==> src/rtl/password_pkg.sv <==
// password_pkg: shared FSM state encoding and keypad key constants for
// password_ctrl and its debouncer.
package password_pkg;

  typedef enum logic [2:0] {
    IDLE     = 3'd0,
    ENTRY    = 3'd1,
    CHECK    = 3'd2,
    UNLOCKED = 3'd3,
    FAIL     = 3'd4,
    SETPW    = 3'd5,
    LOCKOUT  = 3'd6
  } pw_state_e;

  localparam logic [3:0] KEY_SET   = 4'hA;
  localparam logic [3:0] KEY_LOCK  = 4'hB;
  localparam logic [3:0] KEY_CLEAR = 4'hC;
  localparam logic [3:0] KEY_ENTER = 4'hE;

  function automatic logic is_digit(input logic [3:0] k);
    return (k <= 4'd9);
  endfunction

endpackage

==> src/rtl/key_debounce.sv <==
// key_debounce: two-flop synchroniser plus symmetric debouncer for the raw
// keypad key-active level. A level change is accepted only after the
// synchronised input has differed from the accepted level for DEBOUNCE_CYC
// consecutive cycles; press_o pulses for one cycle, the cycle after a press
// is accepted.
//   clk        : system clock
//   rst_n      : asynchronous active-low reset
//   key_raw_i  : raw key-active level, asynchronous to clk
//   press_o    : one-cycle press event
module key_debounce #(
  parameter int unsigned DEBOUNCE_CYC = 100000
) (
  input  logic clk,
  input  logic rst_n,
  input  logic key_raw_i,
  output logic press_o
);

  localparam int unsigned     CW      = (DEBOUNCE_CYC > 1) ? $clog2(DEBOUNCE_CYC) : 1;
  localparam logic [CW-1:0]   CNT_MAX = CW'(DEBOUNCE_CYC - 1);

  logic          sync1_q, sync2_q;
  logic          level_q, level_d, level_dly_q;
  logic [CW-1:0] cnt_q, cnt_d;

  // Counter runs only while the synchronised input disagrees with the
  // accepted level; any agreement restarts the stability window.
  always_comb begin
    cnt_d   = '0;
    level_d = level_q;
    if (sync2_q != level_q) begin
      if (cnt_q == CNT_MAX) level_d = sync2_q;
      else                  cnt_d   = cnt_q + CW'(1);
    end
  end

  always_ff @(posedge clk or negedge rst_n) begin
    if (!rst_n) begin
      sync1_q     <= 1'b0;
      sync2_q     <= 1'b0;
      level_q     <= 1'b0;
      level_dly_q <= 1'b0;
      cnt_q       <= '0;
    end else begin
      sync1_q     <= key_raw_i;
      sync2_q     <= sync1_q;
      level_q     <= level_d;
      level_dly_q <= level_q;
      cnt_q       <= cnt_d;
    end
  end

  assign press_o = level_q & ~level_dly_q;

endmodule

==> src/rtl/password_ctrl.sv <==
// password_ctrl: keypad password lock. Debounced key presses are collected
// into an entry buffer, compared against the stored password on ENTER, and
// grant access (unlocked) or produce a fail pulse. While unlocked the
// password can be changed (SET) or the lock re-armed (LOCK).
// Optional feature macro: PWCTRL_LOCKOUT_EN -- MAX_FAILS consecutive failures
// lock the keypad for LOCK_CYC cycles. Without it locked_out is tied to 0.
//   clk        : 100 MHz clock
//   rst_n      : asynchronous active-low reset
//   key_code   : latest decoded key (0-9 digits, A-F commands)
//   key_down   : raw key-active level, asynchronous
//   unlocked   : high while in UNLOCKED
//   fail_pulse : one-cycle pulse per rejected attempt
//   locked_out : high during lockout
//   digit_cnt  : digits entered so far
//   state_o    : current FSM state encoding
module password_ctrl #(
  parameter int unsigned PW_LEN       = 4,
  parameter logic [27:0] PW_DEFAULT   = 28'h0001234,
  parameter int unsigned DEBOUNCE_CYC = 100000,
  parameter int unsigned MAX_FAILS    = 3,
  parameter logic [31:0] LOCK_CYC     = 32'd500000000
) (
  input  logic       clk,
  input  logic       rst_n,
  input  logic [3:0] key_code,
  input  logic       key_down,
  output logic       unlocked,
  output logic       fail_pulse,
  output logic       locked_out,
  output logic [2:0] digit_cnt,
  output logic [2:0] state_o
);
  import password_pkg::*;

  localparam int unsigned BW       = 4 * PW_LEN;
  localparam logic [2:0]  CNT_FULL = 3'(PW_LEN);

  pw_state_e     state_q, state_d;
  logic [BW-1:0] buf_q, buf_d, pw_q, pw_d, buf_shift;
  logic [2:0]    cnt_q, cnt_d;
  logic          press, dig_ok, match;

  key_debounce #(.DEBOUNCE_CYC(DEBOUNCE_CYC)) u_deb (
    .clk       (clk),
    .rst_n     (rst_n),
    .key_raw_i (key_down),
    .press_o   (press)
  );

  // New digit enters at the LSBs so the first digit ends up in the MSBs,
  // matching the stored password layout.
  assign buf_shift = BW'({buf_q, key_code});
  assign dig_ok    = press && is_digit(key_code) && (cnt_q < CNT_FULL);
  assign match     = (cnt_q == CNT_FULL) && (buf_q == pw_q);

`ifdef PWCTRL_LOCKOUT_EN
  localparam int unsigned FW = $clog2(MAX_FAILS + 1);
  logic [FW-1:0] fail_q, fail_d;
  logic [31:0]   lock_q, lock_d;
`endif

  always_comb begin
    state_d = state_q;
    buf_d   = buf_q;
    cnt_d   = cnt_q;
    pw_d    = pw_q;
`ifdef PWCTRL_LOCKOUT_EN
    fail_d  = fail_q;
    lock_d  = lock_q;
`endif
    case (state_q)
      IDLE: begin
        if (dig_ok) begin
          buf_d   = buf_shift;
          cnt_d   = cnt_q + 3'd1;
          state_d = ENTRY;
        end
      end
      ENTRY, SETPW: begin
        if (dig_ok) begin
          buf_d = buf_shift;
          cnt_d = cnt_q + 3'd1;
        end else if (press && key_code == KEY_CLEAR) begin
          buf_d   = '0;
          cnt_d   = '0;
          state_d = IDLE;
        end else if (press && key_code == KEY_ENTER) begin
          if (state_q == ENTRY) begin
            state_d = CHECK;
          end else if (cnt_q == CNT_FULL) begin
            // Short entries leave SETPW untouched.
            pw_d    = buf_q;
            buf_d   = '0;
            cnt_d   = '0;
            state_d = IDLE;
          end
        end
      end
      CHECK: begin
        if (match) begin
          // Don't leave the secret sitting in the entry buffer.
          buf_d   = '0;
          cnt_d   = '0;
          state_d = UNLOCKED;
`ifdef PWCTRL_LOCKOUT_EN
          fail_d  = '0;
`endif
        end else begin
          state_d = FAIL;
        end
      end
      UNLOCKED: begin
        if (press && key_code == KEY_LOCK)     state_d = IDLE;
        else if (press && key_code == KEY_SET) state_d = SETPW;
      end
      FAIL: begin
        buf_d   = '0;
        cnt_d   = '0;
        state_d = IDLE;
`ifdef PWCTRL_LOCKOUT_EN
        fail_d  = fail_q + FW'(1);
        if (int'(fail_q) + 1 >= int'(MAX_FAILS)) begin
          state_d = LOCKOUT;
          lock_d  = '0;
        end
`endif
      end
`ifdef PWCTRL_LOCKOUT_EN
      LOCKOUT: begin
        // Timer counts 0..LOCK_CYC-1, one cycle per value.
        if (lock_q == LOCK_CYC - 32'd1) begin
          lock_d  = '0;
          fail_d  = '0;
          state_d = IDLE;
        end else begin
          lock_d  = lock_q + 32'd1;
        end
      end
`endif
      default: begin
        buf_d   = '0;
        cnt_d   = '0;
        state_d = IDLE;
      end
    endcase
  end

  always_ff @(posedge clk or negedge rst_n) begin
    if (!rst_n) begin
      state_q <= IDLE;
      buf_q   <= '0;
      cnt_q   <= '0;
      pw_q    <= PW_DEFAULT[BW-1:0];
    end else begin
      state_q <= state_d;
      buf_q   <= buf_d;
      cnt_q   <= cnt_d;
      pw_q    <= pw_d;
    end
  end

`ifdef PWCTRL_LOCKOUT_EN
  always_ff @(posedge clk or negedge rst_n) begin
    if (!rst_n) begin
      fail_q <= '0;
      lock_q <= '0;
    end else begin
      fail_q <= fail_d;
      lock_q <= lock_d;
    end
  end

  assign locked_out = (state_q == LOCKOUT);
`else
  assign locked_out = 1'b0;
`endif

  assign unlocked   = (state_q == UNLOCKED);
  assign fail_pulse = (state_q == FAIL);
  assign digit_cnt  = cnt_q;
  assign state_o    = state_q;

endmodule
==> config.mk <==
export PLATFORM = sky130hd
export DESIGN_NAME = password_ctrl
export DESIGN_NICKNAME = d
export VERILOG_FILES = /design/src/rtl/password_pkg.sv /design/src/rtl/key_debounce.sv /design/src/rtl/password_ctrl.sv
export SDC_FILE = /design/constraint.sdc
export NUM_CORES = 1
export LEC_CHECK = 0
export ABC_AREA = 0
export CORE_MARGIN = 1.5
export CORE_UTILIZATION = 60
export CTS_BUF_LIST = sky130_fd_sc_hd__clkbuf_8 sky130_fd_sc_hd__clkbuf_16
export DETAILED_ROUTE_END_ITERATION = 12
export PLACE_DENSITY_LB_ADDON = 0.1
export SLEW_MARGIN = 20
export SYNTH_ARGS = -nofsm -noshare
export SYNTH_HDL_FRONTEND = slang
export SYNTH_SLANG_ARGS = --single-unit
==> constraint.sdc <==
create_clock -name clk -period 4.8 [get_ports clk]
set_clock_uncertainty 0.2 [all_clocks]
set_input_delay 1.2 -clock clk [delete_from_list [all_inputs] [get_ports clk]]
set_output_delay 1.2 -clock clk [all_outputs]
set_load 0.005 [all_outputs]
==> run summary, run 1 <==
Peak supply drop: 0.000263 V
Final setup viols: 0
Hold Crit Class: register to register
Req. time, crit path: 4820 ps
Die height: 71.6 µm
Unique masters post-synth: 45
Post-route cell area: 3160 µm²
# hold bufs at CTS: 0
Starting density of the core: 63.5%
CTS tree: done
Worst Setup SP: key_code[3]
Rows: 24
Core area: 4440 µm²
Buf/Inv on CP: 1
CP Capture Type: register
Tmin final: 3310 ps
Status: finished clean
Pwr/cell area: 306 nW/µm²
# IOs: 16
Synth Cell Area: 2820 µm²
Hold slack: 159 ps
Critical path arrival: 3320 ps
N_diodes: 0
DRC Markers: 0
GR Util All Layers: 23.7%
Crit share post-route: 68.9%
DR vias/cell: 5.90
Final Max Slew Viols: 0
CTS sink cnt: 59
Vias in the first global route: 1952
Post-CTS setup repair buffer count: 0
Synth-to-layout area growth: 11.8%
Top cell family by delay on the critical path: simple AND/OR/NAND/NOR gates
Gate Count Post-Synth: 242
Syn. warnings: 0
Reg-to-Reg Start: state_o[0]
CP max stage cell: nor3_4
1st-pass router iterations: 6
DP Area: 2960 µm²
Pwr Total: 0.000967 W
Fraction of layout cells with a size suffix above 1: 18.3%
Worst Setup Path Type: input port to register
LEAKAGE: 1.48 nW
Pre-CTS WS: 1150 ps
Initial antenna violation count: 0
Max-Cap Viols: 0
Register bit total from synthesis: 59
First-pass GRT wire length: 9160 µm
Overflow after GRT: 0
Top_reg_cell synth: dfrtp_1
Seq/Total Area, Yosys: 52.5%
Clock Latency Late Sink: 330 ps
Routability cong.: 0.888
Clk root buf: clkbuf_8
Max-slew headroom: 42.6%
DRT iter0 DRCs: 84
CP peak stage delay: 690 ps
Cts repair resizes: 0
Clk pin slew, worst setup/hold paths: 60 ps
Post-synth EDFFs: 0
Antenna viol nets, final: 0
CTS buffer count: 9
Syn Area/Cell: 11.7 µm²
Worst-path maximum fanout: 16
Routed wire length: 5220 µm
Max H-tree Level: 3
DP HPWL: 3540 µm
Worst setup SP type: input port
Fraction of registers with async set/reset: 100%
Fmax achieved: 302 MHz
HP Start: u_deb.sync1_q
Longest Clk Path Bufs: 2
PnR worst setup slack: 1490 ps
Largest net degree at the start of global routing: 34
Final hold violation count: 0
Setup TNS: 0 ps
Post-Syn Nets: 252
Worst-margin pin slew: 861 ps
Nets: 267
Port-buffer cells: 14
Chip Width: 71.6 µm
CP cell instances: clkdlybuf4s50_1 > nand3b_1 > or2_1 > nor3_4 > mux2_2
WL/cell: 16.6 µm
Vias: 1852
Die footprint: 5130 µm²
RSZ-0062 raised after global routing: false
## state kept, by name, summed over array words and instances, names as in the netlist
register           cells
pw_q                  16
u_deb.level_q          1
state_o                3
digit_cnt              3
u_deb.sync1_q          1
u_deb.sync2_q          1
u_deb.cnt_q           17
buf_q                 16
u_deb.level_dly_q      1
## metal layers
layer,GRT usage (%),wire [µm],vias up
met5,0,0,-
met4,12.4,131,0
met3,5.20,190,12
met2,39.0,2520,32
met1,29.5,2380,921
li1,-,-,887
## final timing paths
path	endpoint	slack, ps	depth (start not counted)
max	pw_q[0]	1490	5
max in group asynchronous	pw_q[2]	2820	2
min	u_deb.sync2_q	160	0
min in group asynchronous	state_o[2]	710	1
min reg2reg	u_deb.sync2_q	160	0
max reg2reg	pw_q[0]	2290	5
## layout by cell type (no fill, tap or decap), types with 2 or more instances in the layout
| master | instances |
|---|---|
| nand4_1 | 6 |
| nor2_1 | 23 |
| clkbuf_8 | 10 |
| or3_1 | 2 |
| xor2_1 | 19 |
| clkdlybuf4s50_1 | 13 |
| nor4_1 | 3 |
| clkinv_2 | 3 |
| mux2_2 | 18 |
| a22o_1 | 18 |
| xnor2_1 | 11 |
| dfstp_2 | 5 |
| inv_1 | 7 |
| a211o_1 | 2 |
| ha_1 | 3 |
| nor3_1 | 6 |
| a21oi_1 | 6 |
| dfrtp_1 | 54 |
| nand3_1 | 9 |
| nand2b_1 | 3 |
| o21ai_0 | 5 |
| nand2_1 | 10 |
## Yosys cell counts, types with 6 or more instances
master	number	share of area, %
a21oi_1	6	1.1
a22o_1	18	5.6
dfrtp_1	54	48
inv_1	6	0.80
mux2_2	18	7.2
nand2_1	10	1.3
nand3_1	9	1.6
nand4_1	6	1.3
nor2_1	23	3.1
nor3_1	6	1.1
xnor2_1	11	3.4
xor2_1	19	5.9
## worst reg2reg max path, stage by stage (launching register included)
cell and delay, ps:
dfrtp_1 560, inv_1 170, nor2_1 230, nand2_1 130
nor3_4 670, mux2_2 420
## stage by stage
stage / util, % / std cells
2_1_floorplan: - / 242
3_3_place_gp: 66.6 / 298
6_report: 71.0 / 314
4_1_cts: 71.0 / 314
3_5_place_dp: 66.6 / 298
5_1_grt: 71.0 / 314
## kinds of logic (layout without fill, tap and decap cells)
kind of cell	Yosys count	after routing	share of synthesized area (%)
other	1	1	0.133
AOI/OAI and AO/OA	39	39	11.2
buffers and inverters	17	37	3.24
adders and majority gates	3	3	1.33
muxes	18	18	7.18
and+or+nand+nor	75	75	15.1
xor gates and xnor gates	30	30	9.31
DFF	59	59	52.5
## final cells by class
cell class / count / area (µm²)
repair buffers: 15 / 143
clock inverters: 6 / 57.6
clock buffers: 10 / 138
well taps: 52 / 65.1
inverters: 6 / 22.5
multi-input cells: 166 / 1250
flip-flops and latches: 59 / 1480
fillers: 351 / 1290
## where the power goes
part	leakage, nW	switching, W	total, W	internal (W)
logic	0.581	0.0000164	0.0000239	0.00000745
clock network	0.107	0.000191	0.000441	0.000250
registers	0.789	0.00000224	0.000503	0.000500
total	1.48	0.000210	0.000967	0.000758
(Power assumes the default switching activity.)
==> inputs of run 2 (changes only) <==
Settings changed: CORE_UTILIZATION 60 to 59.
Clock period 4.8 ns to 3.3 ns, I/O delays scaled along.
==> run 2 against run 1 <==
Sequential share of layout area barely moved. Wire length is 1.9% lower. Die area up 1.6%. Clock-buffer cell count is the same. Via count rose by 0.54%. Setup slack got worse by 1100 ps.
==> run summary, run 2 (same netlist as run 1, synthesis figures left out) <==
Antenna viol nets, final: 0 (unchanged)
Final Max Slew Viols: 0 (unchanged)
Routability cong.: 0.844 (was 0.888)
Overflow after GRT: 0 (unchanged)
GR Util All Layers: 22.7% (was 23.7%)
Largest net degree at the start of global routing: 32 (was 34)
Max H-tree Level: 3 (unchanged)
Post-route cell area: 3160 µm² (about the same)
First-pass GRT wire length: 8760 µm (was 9160 µm)
Hold Crit Class: register to register (unchanged)
# IOs: 16 (unchanged)
Port-buffer cells: 14 (unchanged)
Final setup viols: 0 (unchanged)
Util after Layout: 70.6% (was 71.0%)
CTS sink cnt: 59 (unchanged)
Worst Setup Path Type: register to primary output (was input port to register)
CTS tree: done (unchanged)
DRC Markers: 0 (unchanged)
Fraction of layout cells with a size suffix above 1: 18.2% (was 18.3%)
CTS buffer count: 9 (unchanged)
Most frequent cells in the layout: 54 x dfrtp_1, 23 x nor2_1, 19 x xor2_1 (unchanged)
CP Capture Type: primary output (was register)
Vias in the first global route: 1756 (was 1952)
DP Area: 3000 µm² (was 2960 µm²)
DR vias/cell: 5.89 (was 5.90)
DRT iter0 DRCs: 159 (was 84)
Hold slack: 146 ps (was 159 ps)
Largest register FFs: 17 (unchanged)
HP Start: u_deb.sync1_q (unchanged)
Tmin final: 2860 ps
Pwr/cell area: 416 nW/µm² (was 306 nW/µm²)
Chip Width: 72.2 µm (was 71.6 µm)
Biggest regs: u_deb.cnt_q (17), buf_q (16), pw_q (16) (unchanged)
Cts repair resizes: 0 (unchanged)
Fmax achieved: 350 MHz
N_diodes: 0 (unchanged)
Starting density of the core: 63.1% (was 63.5%)
Clk root buf: clkbuf_8 (unchanged)
1st-pass router iterations: 4 (was 6)
# hold bufs at CTS: 0 (unchanged)
Req. time, crit path: 2270 ps (was 4820 ps)
RSZ-0062 raised after global routing: false (unchanged)
DP HPWL: 3560 µm (was 3540 µm)
Peak supply drop: 0.000266 V (was 0.000263 V)
Worst Setup SP: state_o[1] (was key_code[3])
Vias: 1862 (was 1852)
Routed wire length: 5120 µm (was 5220 µm)
Fillers: 321 (was 351)
Clk pin slew, worst setup/hold paths: 60 ps (about the same)
Worst setup SP type: register (was input port)
Die height: 72.2 µm (was 71.6 µm)
Synth-to-layout area growth: 11.9% (was 11.8%)
Clock Latency Late Sink: 330 ps (about the same)
Crit share post-route: 86.7%
Die footprint: 5210 µm² (was 5130 µm²)
Rows: 24 (unchanged)
Longest Clk Path Bufs: 2 (unchanged)
Largest Register: u_deb.cnt_q (unchanged)
Final hold violation count: 0 (unchanged)
Post-CTS setup repair buffer count: 0 (unchanged)
Max-slew headroom: 50.4% (was 42.6%)
Worst-margin pin slew: 743 ps (was 861 ps)
Core area: 4470 µm² (was 4440 µm²)
Setup TNS: 0 ps (unchanged)
Status: finished clean (unchanged)
Most common cell after layout, fill and taps aside: dfrtp_1 (unchanged)
Nets: 270 (was 267)
Reg-to-Reg Start: buf_q[3] (was state_o[0])
LEAKAGE: 1.48 nW (about the same)
WL/cell: 16.2 µm (was 16.6 µm)
Worst-path maximum fanout: 11 (was 16)
Max-Cap Viols: 0 (unchanged)
Initial antenna violation count: 0 (unchanged)
Critical path arrival: 1840 ps (was 3320 ps)
run 2: path summary, 6_finish.rpt:
| check | end | slack (ps) | cells past startpoint |
|---|---|---|---|
| worst max-delay path | unlocked | 440 | 3 |
| worst min-delay path | u_deb.sync2_q | 150 | 0 |
| worst max register to register | digit_cnt[0] | 890 | 6 |
| worst min register to register | u_deb.sync2_q | 150 | 0 |
| max in group asynchronous | pw_q[4] | 1890 | 2 |
| min in group asynchronous | pw_q[8] | 340 | 1 |
run 2: area by class of cell:
type | count | area, µm² | area share, %
clock buffers | 10 | 138 | 4.36
clock inverters | 5 | 23.8 | 0.753
inverters | 6 | 22.5 | 0.713
multi-input cells | 166 | 1250 | 39.5
flip-flops and latches | 59 | 1480 | 46.9
well taps | 52 | 65.1 | 2.06
repair buffers | 18 | 178 | 5.63
run 2: report_power, final:
part / internal [W] / leakage (nW) / switching, W
Clock: 0.000279 / 0.0919 / 0.000264
Sequential: 0.000728 / 0.789 / 0.00000317
Combinational: 0.0000132 / 0.601 / 0.0000251
Total: 0.00102 / 1.48 / 0.000292
run 2: critical path, cell delays in order, from the launching register on:
cell and delay, ps:
dfrtp_1 550, nand2b_1 290, nor2_1 160, clkdlybuf4s50_1 510
run 2: stage by stage:
step / cells / power (W) / worst slack (ps)
global route: 316 / 0.00136 / 320
global placement: 301 / 0.000783 / 307
detailed placement: 301 / 0.000784 / 243
floorplan: 242 / 0.000755 / 866
CTS: 316 / 0.00133 / 434
finish: 316 / 0.00131 / 439
run 2: metal layers:
metal	vias up	GRT usage (%)	wire (µm)
li1	896	-	-
met1	918	36.8	2690
met2	38	28.0	2130
met3	10	4.58	197
met4	0	12.6	97
met5	-	0	0
